$ cat config.mk
export PLATFORM = sky130hd
export DESIGN_NAME = uart_tx_arbiter
export DESIGN_NICKNAME = d
export VERILOG_FILES = /design/src/rtl/uart_tx_arbiter_pkg.sv /design/src/rtl/uart_tx_arbiter_rr_priority_picker.sv /design/src/rtl/uart_tx_arbiter.sv
export SDC_FILE = /design/constraint.sdc
export NUM_CORES = 1
export LEC_CHECK = 0
export CAP_MARGIN = 10
export CORE_MARGIN = 10
export CORE_UTILIZATION = 37
export CTS_BUF_LIST = sky130_fd_sc_hd__clkbuf_2
export DETAILED_ROUTE_END_ITERATION = 16
export GPL_TIMING_DRIVEN = 0
export HOLD_SLACK_MARGIN = 0.06
export PLACE_DENSITY_LB_ADDON = 0.25
export SYNTH_ARGS = -nofsm -noshare
export SYNTH_HDL_FRONTEND = slang
export SYNTH_SLANG_ARGS = --single-unit
$ cat constraint.sdc
create_clock -name clk -period 2.1 [get_ports clk]
set_input_delay 0.63 -clock clk [delete_from_list [all_inputs] [get_ports clk]]
set_output_delay 0.63 -clock clk [all_outputs]
set_load 0.1 [all_outputs]
$ cat src/rtl/uart_tx_arbiter_pkg.sv
// uart_tx_arbiter_pkg
//   Shared definitions for the UART TX arbiter slice: default byte width,
//   arbiter FSM state encoding and width helpers used for port/counter sizing.
//   No ports (package).
package uart_tx_arbiter_pkg;

  localparam int DEF_DATA_W = 8;

  typedef enum logic {
    IDLE = 1'b0,
    LOCK = 1'b1
  } arb_state_t;

  // Ceiling log2; clog2(1) = 0.
  function automatic int clog2(input int value);
    int r;
    r = 0;
    while ((1 << r) < value) r++;
    return r;
  endfunction

  // Index width that never collapses to zero bits.
  function automatic int idx_w(input int n);
    return (clog2(n) < 1) ? 1 : clog2(n);
  endfunction

endpackage

$ cat src/rtl/uart_tx_arbiter_rr_priority_picker.sv
// rr_priority_picker
//   Combinational round-robin picker: returns the first asserted request
//   searching upward from rr_ptr with wrap-around.
//   Ports:
//     req       in  NUM_REQ  request vector
//     rr_ptr    in  IDX_W    index with highest priority
//     pick      out IDX_W    chosen index (0 when nothing requested)
//     any_valid out 1        at least one request asserted
module rr_priority_picker
  import uart_tx_arbiter_pkg::*;
#(
  parameter int NUM_REQ = 2,
  parameter int IDX_W   = 1
) (
  input  logic [NUM_REQ-1:0] req,
  input  logic [IDX_W-1:0]   rr_ptr,
  output logic [IDX_W-1:0]   pick,
  output logic               any_valid
);

  // rot[k] is the request k positions after rr_ptr; rot_idx[k] its real index.
  logic [NUM_REQ-1:0] rot;
  logic [IDX_W-1:0]   rot_idx [NUM_REQ];

  genvar gi;
  generate
    for (gi = 0; gi < NUM_REQ; gi++) begin : g_rot
      logic [IDX_W:0]   sum;
      logic [IDX_W-1:0] idx;
      assign sum = {1'b0, rr_ptr} + (IDX_W+1)'(gi);
      assign idx = (sum >= (IDX_W+1)'(NUM_REQ)) ? IDX_W'(sum - (IDX_W+1)'(NUM_REQ))
                                                : sum[IDX_W-1:0];
      assign rot[gi]     = req[idx];
      assign rot_idx[gi] = idx;
    end
  endgenerate

  // Scan from the far end so the closest request to rr_ptr wins.
  always_comb begin
    pick      = '0;
    any_valid = 1'b0;
    for (int k = NUM_REQ - 1; k >= 0; k--) begin
      if (rot[k]) begin
        pick      = rot_idx[k];
        any_valid = 1'b1;
      end
    end
  end

endmodule

$ cat src/rtl/uart_tx_arbiter.sv
// uart_tx_arbiter
//   Shares the single TX FIFO push port between NUM_REQ byte-stream sources.
//   Whole messages are granted round-robin; the owner's bytes pass straight
//   through to the FIFO with no buffering. A message longer than MAX_LEN is
//   forcibly released and flagged with err_len.
//   Ports:
//     clk, rst        clock, asynchronous active-high reset
//     req_valid/data/last, req_ready   per-requester byte handshake
//     fifo_full, fifo_push, fifo_push_data   TX FIFO push port
//     grant_id        current / last owner index
//     busy            a message is locked
//     err_len         1-cycle pulse after a forced release at MAX_LEN
module uart_tx_arbiter
  import uart_tx_arbiter_pkg::*;
#(
  parameter int NUM_REQ = 2,
  parameter int DATA_W  = DEF_DATA_W,
  parameter int MAX_LEN = 16
) (
  input  logic                        clk,
  input  logic                        rst,
  input  logic [NUM_REQ-1:0]          req_valid,
  input  logic [NUM_REQ*DATA_W-1:0]   req_data,
  input  logic [NUM_REQ-1:0]          req_last,
  output logic [NUM_REQ-1:0]          req_ready,
  input  logic                        fifo_full,
  output logic                        fifo_push,
  output logic [DATA_W-1:0]           fifo_push_data,
  output logic [idx_w(NUM_REQ)-1:0]   grant_id,
  output logic                        busy,
  output logic                        err_len
);

  localparam int IDX_W = idx_w(NUM_REQ);
  localparam int CNT_W = clog2(MAX_LEN + 1);

  arb_state_t       state_reg, state_next;
  logic [IDX_W-1:0] grant_reg, grant_next;
  logic [IDX_W-1:0] rr_ptr_reg, rr_ptr_next;
  logic [CNT_W-1:0] byte_cnt_reg, byte_cnt_next;
  logic             err_len_reg, err_len_next;

  logic [IDX_W-1:0] pick;
  logic             any_valid;
  logic             xfer;
  logic [CNT_W-1:0] cnt_inc;
  logic [IDX_W-1:0] ptr_after;

  rr_priority_picker #(
    .NUM_REQ (NUM_REQ),
    .IDX_W   (IDX_W)
  ) u_picker (
    .req       (req_valid),
    .rr_ptr    (rr_ptr_reg),
    .pick      (pick),
    .any_valid (any_valid)
  );

  // Byte moves only while locked, owner presents data and FIFO has room.
  assign xfer           = (state_reg == LOCK) && req_valid[grant_reg] && !fifo_full;
  assign fifo_push      = xfer;
  assign fifo_push_data = req_data[grant_reg*DATA_W +: DATA_W];
  assign cnt_inc        = byte_cnt_reg + 1'b1;
  assign ptr_after      = (grant_reg == IDX_W'(NUM_REQ - 1)) ? '0 : grant_reg + 1'b1;

  genvar gi;
  generate
    for (gi = 0; gi < NUM_REQ; gi++) begin : g_ready
      assign req_ready[gi] = xfer && (grant_reg == IDX_W'(gi));
    end
  endgenerate

  assign grant_id = grant_reg;
  assign busy     = (state_reg == LOCK);
  assign err_len  = err_len_reg;

  always_ff @(posedge clk or posedge rst) begin
    if (rst) begin
      state_reg    <= IDLE;
      grant_reg    <= '0;
      rr_ptr_reg   <= '0;
      byte_cnt_reg <= '0;
      err_len_reg  <= 1'b0;
    end else begin
      state_reg    <= state_next;
      grant_reg    <= grant_next;
      rr_ptr_reg   <= rr_ptr_next;
      byte_cnt_reg <= byte_cnt_next;
      err_len_reg  <= err_len_next;
    end
  end

  always_comb begin
    state_next    = state_reg;
    grant_next    = grant_reg;
    rr_ptr_next   = rr_ptr_reg;
    byte_cnt_next = byte_cnt_reg;
    err_len_next  = 1'b0;
    case (state_reg)
      IDLE: begin
        // Arbitration cycle: no byte is moved here.
        if (any_valid) begin
          state_next    = LOCK;
          grant_next    = pick;
          byte_cnt_next = '0;
        end
      end
      LOCK: begin
        // Stalls (FIFO full or owner idle) simply hold everything.
        if (xfer) begin
          byte_cnt_next = cnt_inc;
          if (req_last[grant_reg]) begin
            state_next  = IDLE;
            rr_ptr_next = ptr_after;
          end else if (cnt_inc == CNT_W'(MAX_LEN)) begin
            state_next   = IDLE;
            rr_ptr_next  = ptr_after;
            err_len_next = 1'b1;
          end
        end
      end
      default: state_next = IDLE;
    endcase
  end

endmodule

==> results of run 1 <==
[layout make-up]
class,instances,area [um^2],area share (%)
Timing Repair Buffer,42,524,42.1
Multi-Input combinational cell,48,393,31.6
Sequential cell,9,233,18.7
Buffer,2,31.3,2.51
Inverter,5,23.8,1.91
Clock buffer,4,20.0,1.61
Tap cell,16,20.0,1.61
[cells by family (layout without fill, tap and decap cells)]
logic type	count (synthesis)	count (layout)	synth area share (%)
flops	9	9	37.7
xor+xnor	1	1	1.47
simple gates	18	18	15.1
buf+inv	7	53	4.61
mux	11	11	20.1
fa+ha+maj	1	1	2.10
compound gates	17	17	18.9
[routing by layer]
| layer | vias up | part of all wire [%] |
|---|---|---|
| met2 | 35 | 50 |
| met1 | 331 | 36 |
| met4 | 0 | 2.7 |
| li1 | 324 | - |
| met3 | 6 | 11 |
| met5 | - | 0 |
[power by group through the flow]
| stage | registers, mW | logic [mW] | clock network, mW |
|---|---|---|---|
| after floorplan | 0.387 | 0.742 | 0 |
| after global placement | 0.292 | 1.08 | 0 |
| after detailed placement | 0.294 | 1.10 | 0 |
| after CTS | 0.286 | 1.36 | 0.117 |
| after global routing | 0.293 | 1.55 | 0.124 |
| final | 0.285 | 1.49 | 0.116 |
[repair_timing]
action | CTS | global route
pin swaps | 2 | 0
buffers inserted | 2 | 3
gates cloned | 0 | 1
gates resized for setup | 140 | 3
endpoints found under the setup margin | 14 | 11
hold buffers | 0 | 0
[per-stage QoR]
stage / TNS [ns] / hold WS [ns] / cell area (um^2) / utilization [%]
CTS: -0.696 / 0.539 / 1190 / 77.9
global route: -2.60 / 0.567 / 1240 / 81.7
detailed placement: -12.36 / 0.523 / 1010 / 66.1
global placement: -12.18 / 0.519 / 1010 / 66.1
finish: -2.14 / 0.533 / 1240 / 81.7
floorplan: -2.06 / 0.458 / 627 / -
[synth_stat cells, types with 2 or more instances]
master | number | area, um^2
nand2_1 | 5 | 18.8
mux2_2 | 8 | 90.1
or3_1 | 2 | 12.5
a21oi_1 | 4 | 20.0
mux2i_1 | 3 | 30.0
dfrtp_1 | 9 | 225
nor2b_1 | 3 | 18.8
inv_1 | 4 | 15.0
a22o_1 | 2 | 17.5
a22oi_1 | 2 | 15.0
nand3_1 | 2 | 10.0
nor2_1 | 3 | 11.3
o21ai_0 | 4 | 20.0
[worst max-delay path, stage by stage]
cell and delay [ns]:
clkdlybuf4s15_2 0.21, mux2i_2 0.09, or3_1 0.33, buf_6 0.16, nor2_4 0.11, buf_12 0.18
[worst paths after layout]
check                                start               to  slack [ns]  depth (start not counted)
max reg2reg                       grant_id       rr_ptr_reg        0.40                          5
min                        byte_cnt_reg[0]  byte_cnt_reg[0]        0.53                          1
min in group asynchronous              rst         grant_id        0.64                          2
max in group asynchronous              rst             busy        1.17                          2
min reg2reg                byte_cnt_reg[0]  byte_cnt_reg[0]        0.53                          1
max                           req_valid[1]     req_ready[0]       -0.25                          6
==> summary.txt, run 1 <==
Die H: 60.2 um
Clock Skews: 0.00354 ns
Clk pin slew, worst setup/hold paths: 0.10 ns
DP HPWL: 1.57 mm
Core area: 0.00152 mm^2
Register share of total power: 15.1%
Worst EP required: 1.47 ns
GP Congestion: 0.783
CP startpoint kind: input port
Largest net degree at the start of global routing: 11
Logic pwr share: 78.8%
Status: finished with violations
Dpl cells: 116
Die X: 60.2 um
Wire per inst: 17.9 um
Global Route met3 Usage: 7.20%
Busiest grt layer: met2
Final setup viols: 12
Area delta synth->final: 109%
Io pins: 37
Setup CP Type: input port to output pin
Initial antenna violation count: 0
Site row count: 14
Mean Syn Cell Area: 9.33 um^2
Type of the worst min-delay path: flop to flop
Initial Util: 39.2%
Fillers: 89
Global-route wire length before repair: 3.53 mm
CTS max path bufs: 2
RSZ-0062 raised after global routing: yes
PD cells: 1520 mW/mm^2
Predominant post-synthesis flop cell: dfrtp_1
Clock share of power: 6.1%
Max reg flops: 5
Int Power: 0.899 mW
Detailed Route Iter0 Violations: 18
Minimum clock period: 2.35 ns
Post-Route WL: 2.26 mm
Most frequent cells in the layout: dlygate4sd2_1, buf_12, mux2_4
Worst-Skew Late Latency: 0.25 ns
Post-DRT Antenna Nets: 0
Clock root buffer master: clkbuf_2
Violated checks: setup timing
CTS H-tree depth: 1
Layout cells sized above 1: 37.3%
Congestion Overflow GR: 0
Worst Tran Pin Value: 0.958 ns
Synthesized area: 597 um^2
Final max-slew violation count: 0
Number of CTS-inserted buffers: 3
Net Sw Frac: 52.4%
Mapped Cells: 64
FFs w/ async S/R, synth: 100%
Fin. Hold Viols: 0
Tot GR Track Use: 12.9%
Post-route worst setup slack: -0.250 ns
Yosys reg bits: 9
Post-synth EDFFs: 0
Maximum fanout along the worst path: 8
Drt via density: 5.52
Num Clock Sinks: 9
DRC: 0
Peak VDD IR: 1.22 mV
Post-route insts no fill: 126
Synth cell types: 26
Total die area: 0.00362 mm^2
Psw: 0.991 mW
Post-Syn Nets: 88
Vias in the first global route: 742
GR met1 Demand/Resource: 11.9%
Yosys warns: 0
Nets: 135
Leak: 0.590 nW
Ratio of final minimum period to clock period: 112%
Sequential share of the synthesized area: 37.7%
I/O Buffers: 36
Commonest non-fill, non-tap cell in the layout: dlygate4sd2_1
Total iterations of the first detailed-routing run: 4
CTS tree: yes
Pre-CTS setup slack: -1.55 ns
Fmax: 0.426 GHz
# diodes: 0
Overall Power: 1.89 mW
M2 GR Usage: 21.5%
MaxCap Viol Count: 0
CP arrival: 1.72 ns
DR vias: 696
CP endpoint kind: output pin
Rel. slew slack: 36.4%
Power figures use the tool's default switching activity.
==> run 2, diff against run 1 <==
--- a/config.mk
+++ b/config.mk
@@ -12,7 +12,7 @@
 export DETAILED_ROUTE_END_ITERATION = 16
 export GPL_TIMING_DRIVEN = 0
 export HOLD_SLACK_MARGIN = 0.06
-export PLACE_DENSITY_LB_ADDON = 0.25
+export PLACE_DENSITY_LB_ADDON = 0.3
 export SYNTH_ARGS = -nofsm -noshare
 export SYNTH_HDL_FRONTEND = slang
 export SYNTH_SLANG_ARGS = --single-unit
==> run 2 against run 1 <==
Net effect: the run still ends with setup timing left; non-clock buffer count unchanged; clock power about the same; flip-flop and latch count unchanged; fmax increased by 0.73%; global-route usage decreased by 0.29 points; via count decreased by 2.7%; worst setup slack improved by 0.017 ns; sequential share of layout area increased by 1.5 points; clock skew increased by 0.0072 ns; first-iteration DRC count increased by 22%; utilization decreased by 6.2 points; final area decreased by 7.5%; critical path type is now flop to output pin; largest cell class unchanged.
==> summary.txt, run 2 (synthesis gave the netlist of run 1 again) <==
Net Sw Frac: 56.5% (+4.1 points)
CP endpoint kind: output pin
Clock Skews: 0.0108 ns (+0.00723 ns)
Register share of total power: 17.2% (+2.1 points)
Largest net degree at the start of global routing: 11 (unchanged)
Num Clock Sinks: 9 (unchanged)
CP startpoint kind: flop
Max reg flops: 5 (unchanged)
Clock share of power: 7.0% (+0.9 points)
Initial Util: 39.2% (unchanged)
Worst-Skew Late Latency: 0.26 ns (about the same)
Global-route wire length before repair: 3.48 mm (-1.6%)
Vias in the first global route: 736 (-0.81%)
Logic pwr share: 75.7% (-3.1 points)
Psw: 0.950 mW (-4.1%)
Io pins: 37 (unchanged)
Core area: 0.00152 mm^2 (unchanged)
Crit path largest cell delay: 0.52 ns (+0.19 ns)
Die X: 60.2 um (unchanged)
Clock root buffer master: clkbuf_2
Maximum fanout along the worst path: 5 (-3)
Initial antenna violation count: 0 (unchanged)
Violated checks: setup timing
DP HPWL: 1.67 mm (+5.9%)
Rel. slew slack: 35.9% (-0.51 points)
Pre-CTS setup slack: -1.55 ns (-0.00486 ns)
DR vias: 677 (-2.7%)
Register area: 233 um^2 (unchanged)
Worst hold margin: 0.545 ns (+0.0120 ns)
CP max-delay cell: dfrtp_4
CTS H-tree depth: 1 (unchanged)
Leak: 0.521 nW (-12%)
RSZ-0062 raised after global routing: yes
Final max-slew violation count: 0 (unchanged)
Layout cells sized above 1: 36.4% (-0.91 points)
Drt via density: 5.37 (-2.7%)
Fin. Hold Viols: 0 (unchanged)
Total die area: 0.00362 mm^2 (unchanged)
Multi-input logic area: 367 um^2 (-6.7%)
Congestion Overflow GR: 0 (unchanged)
CTS max path bufs: 2 (unchanged)
Site row count: 14 (unchanged)
Cts hold-fix bufs: 0 (unchanged)
CTS tree: yes
Tot GR Track Use: 12.6% (-0.29 points)
Final setup viols: 12 (unchanged)
Int Power: 0.732 mW (-19%)
Post-route worst setup slack: -0.233 ns (+0.0170 ns)
Number of CTS-inserted buffers: 3 (unchanged)
GP Congestion: 0.799 (+2.1%)
Nets: 135 (unchanged)
Most frequent cells in the layout: clkdlybuf4s50_1, buf_6, mux2_2, dfrtp_1, buf_4
Minimum clock period: 2.33 ns (-0.0170 ns)
Fmax: 0.429 GHz (+0.73%)
Area delta synth->final: 92.9%
CP arrival: 1.70 ns (-0.02 ns)
Detailed Route Iter0 Violations: 22 (+4)
Ratio of final minimum period to clock period: 111% (-0.81 points)
Post-Route WL: 2.23 mm (-1.5%)
Peak VDD IR: 1.11 mV (-9.0%)
Commonest non-fill, non-tap cell in the layout: clkdlybuf4s50_1
Clk pin slew, worst setup/hold paths: 0.11 ns (about the same)
Type of the worst min-delay path: flop to flop
Wire per inst: 17.7 um (-1.5%)
Hold depth: 1 (unchanged)
Worst Tran Pin Value: 0.965 ns (+0.00762 ns)
Post-DRT Antenna Nets: 0 (unchanged)
# diodes: 0 (unchanged)
Reg2reg path depth: 7 (+2)
Total iterations of the first detailed-routing run: 4 (unchanged)
PD cells: 1460 mW/mm^2 (-3.8%)
Status: finished with violations
Setup CP Type: flop to output pin
MaxCap Viol Count: 0 (unchanged)
DRC: 0 (unchanged)
Worst path cell trace: mux2i_2, or3_1, buf_6, nor2_4, buf_12
Die H: 60.2 um (unchanged)
I/O Buffers: 36 (unchanged)
Fillers: 102 (+15%)
Worst EP required: 1.47 ns (about the same)
[run 2: cell types whose count changed in the layout (fill, tap and decap cells not counted), moves of 6 or more]
cell / delta
buf_12: -8
buf_6: +6
clkdlybuf4s50_1: +11
dlygate4sd2_1: -13
mux2_2: +7
mux2_4: -7
[run 2: routing by layer]
| layer | GRT usage (%) | vias up | share of wire (%) |
|---|---|---|---|
| met3 | 6.99 | 2 | 12 |
| met4 | 4.81 | 0 | 1.0 |
| met2 | 20.0 | 27 | 49 |
| li1 | - | 330 | - |
| met1 | 13.7 | 318 | 38 |
| met5 | 0 | - | 0 |
[run 2: worst paths after layout]
kind | startpoint | to | slack (ns)
min in group asynchronous | rst | grant_id | 0.61
worst max-delay path | grant_id | req_ready[1] | -0.23
worst max register to register | grant_id | rr_ptr_reg | 0.13
worst min-delay path | byte_cnt_reg[0] | byte_cnt_reg[0] | 0.55
max in group asynchronous | rst | busy | 1.20
worst min register to register | byte_cnt_reg[0] | byte_cnt_reg[0] | 0.55
[run 2: final cells by class]
cell class                      instances  share of cell area, %
Timing Repair Buffer                   42                   40.1
Multi-Input combinational cell         48                   31.8
Sequential cell                         9                   20.2
Buffer                                  2                   2.28
Inverter                                5                   2.07
Clock buffer                            4                   1.74
Tap cell                               16                   1.74
[run 2: stage by stage]
step / cell area, um^2 / utilization, % / TNS, ns / std cells / power (mW)
CTS: 1080 / 71.1 / -1.28 / 124 / 1.58
global placement: 1010 / 66.1 / -12.15 / 116 / 1.38
floorplan: 627 / - / -2.06 / 64 / 1.13
detailed placement: 1010 / 66.1 / -12.45 / 116 / 1.39
global route: 1150 / 75.5 / -1.89 / 126 / 1.76
finish: 1150 / 75.5 / -1.34 / 126 / 1.68
[run 2: power by group through the flow]
stage	logic [mW]	registers, mW	clock network, mW
final	1.27	0.290	0.118
after global routing	1.33	0.301	0.130
after CTS	1.17	0.287	0.118
after detailed placement	1.10	0.296	0
after global placement	1.08	0.293	0
after floorplan	0.742	0.387	0
[run 2: timing repair]
item / CTS / global route
pin swaps: 2 / 0
setup endpoints to repair: 14 / 13
cloned: 0 / 0
buffers inserted: 4 / 2
resized for setup: 93 / 16
[run 2: critical path, delay by kind of cell, from the launching register on]
kind | cells | cell delay, ns
buffers and inverters | 2 | 0.34
flip-flops | 1 | 0.52
multiplexers | 1 | 0.16
AND/OR/NAND/NOR | 2 | 0.42
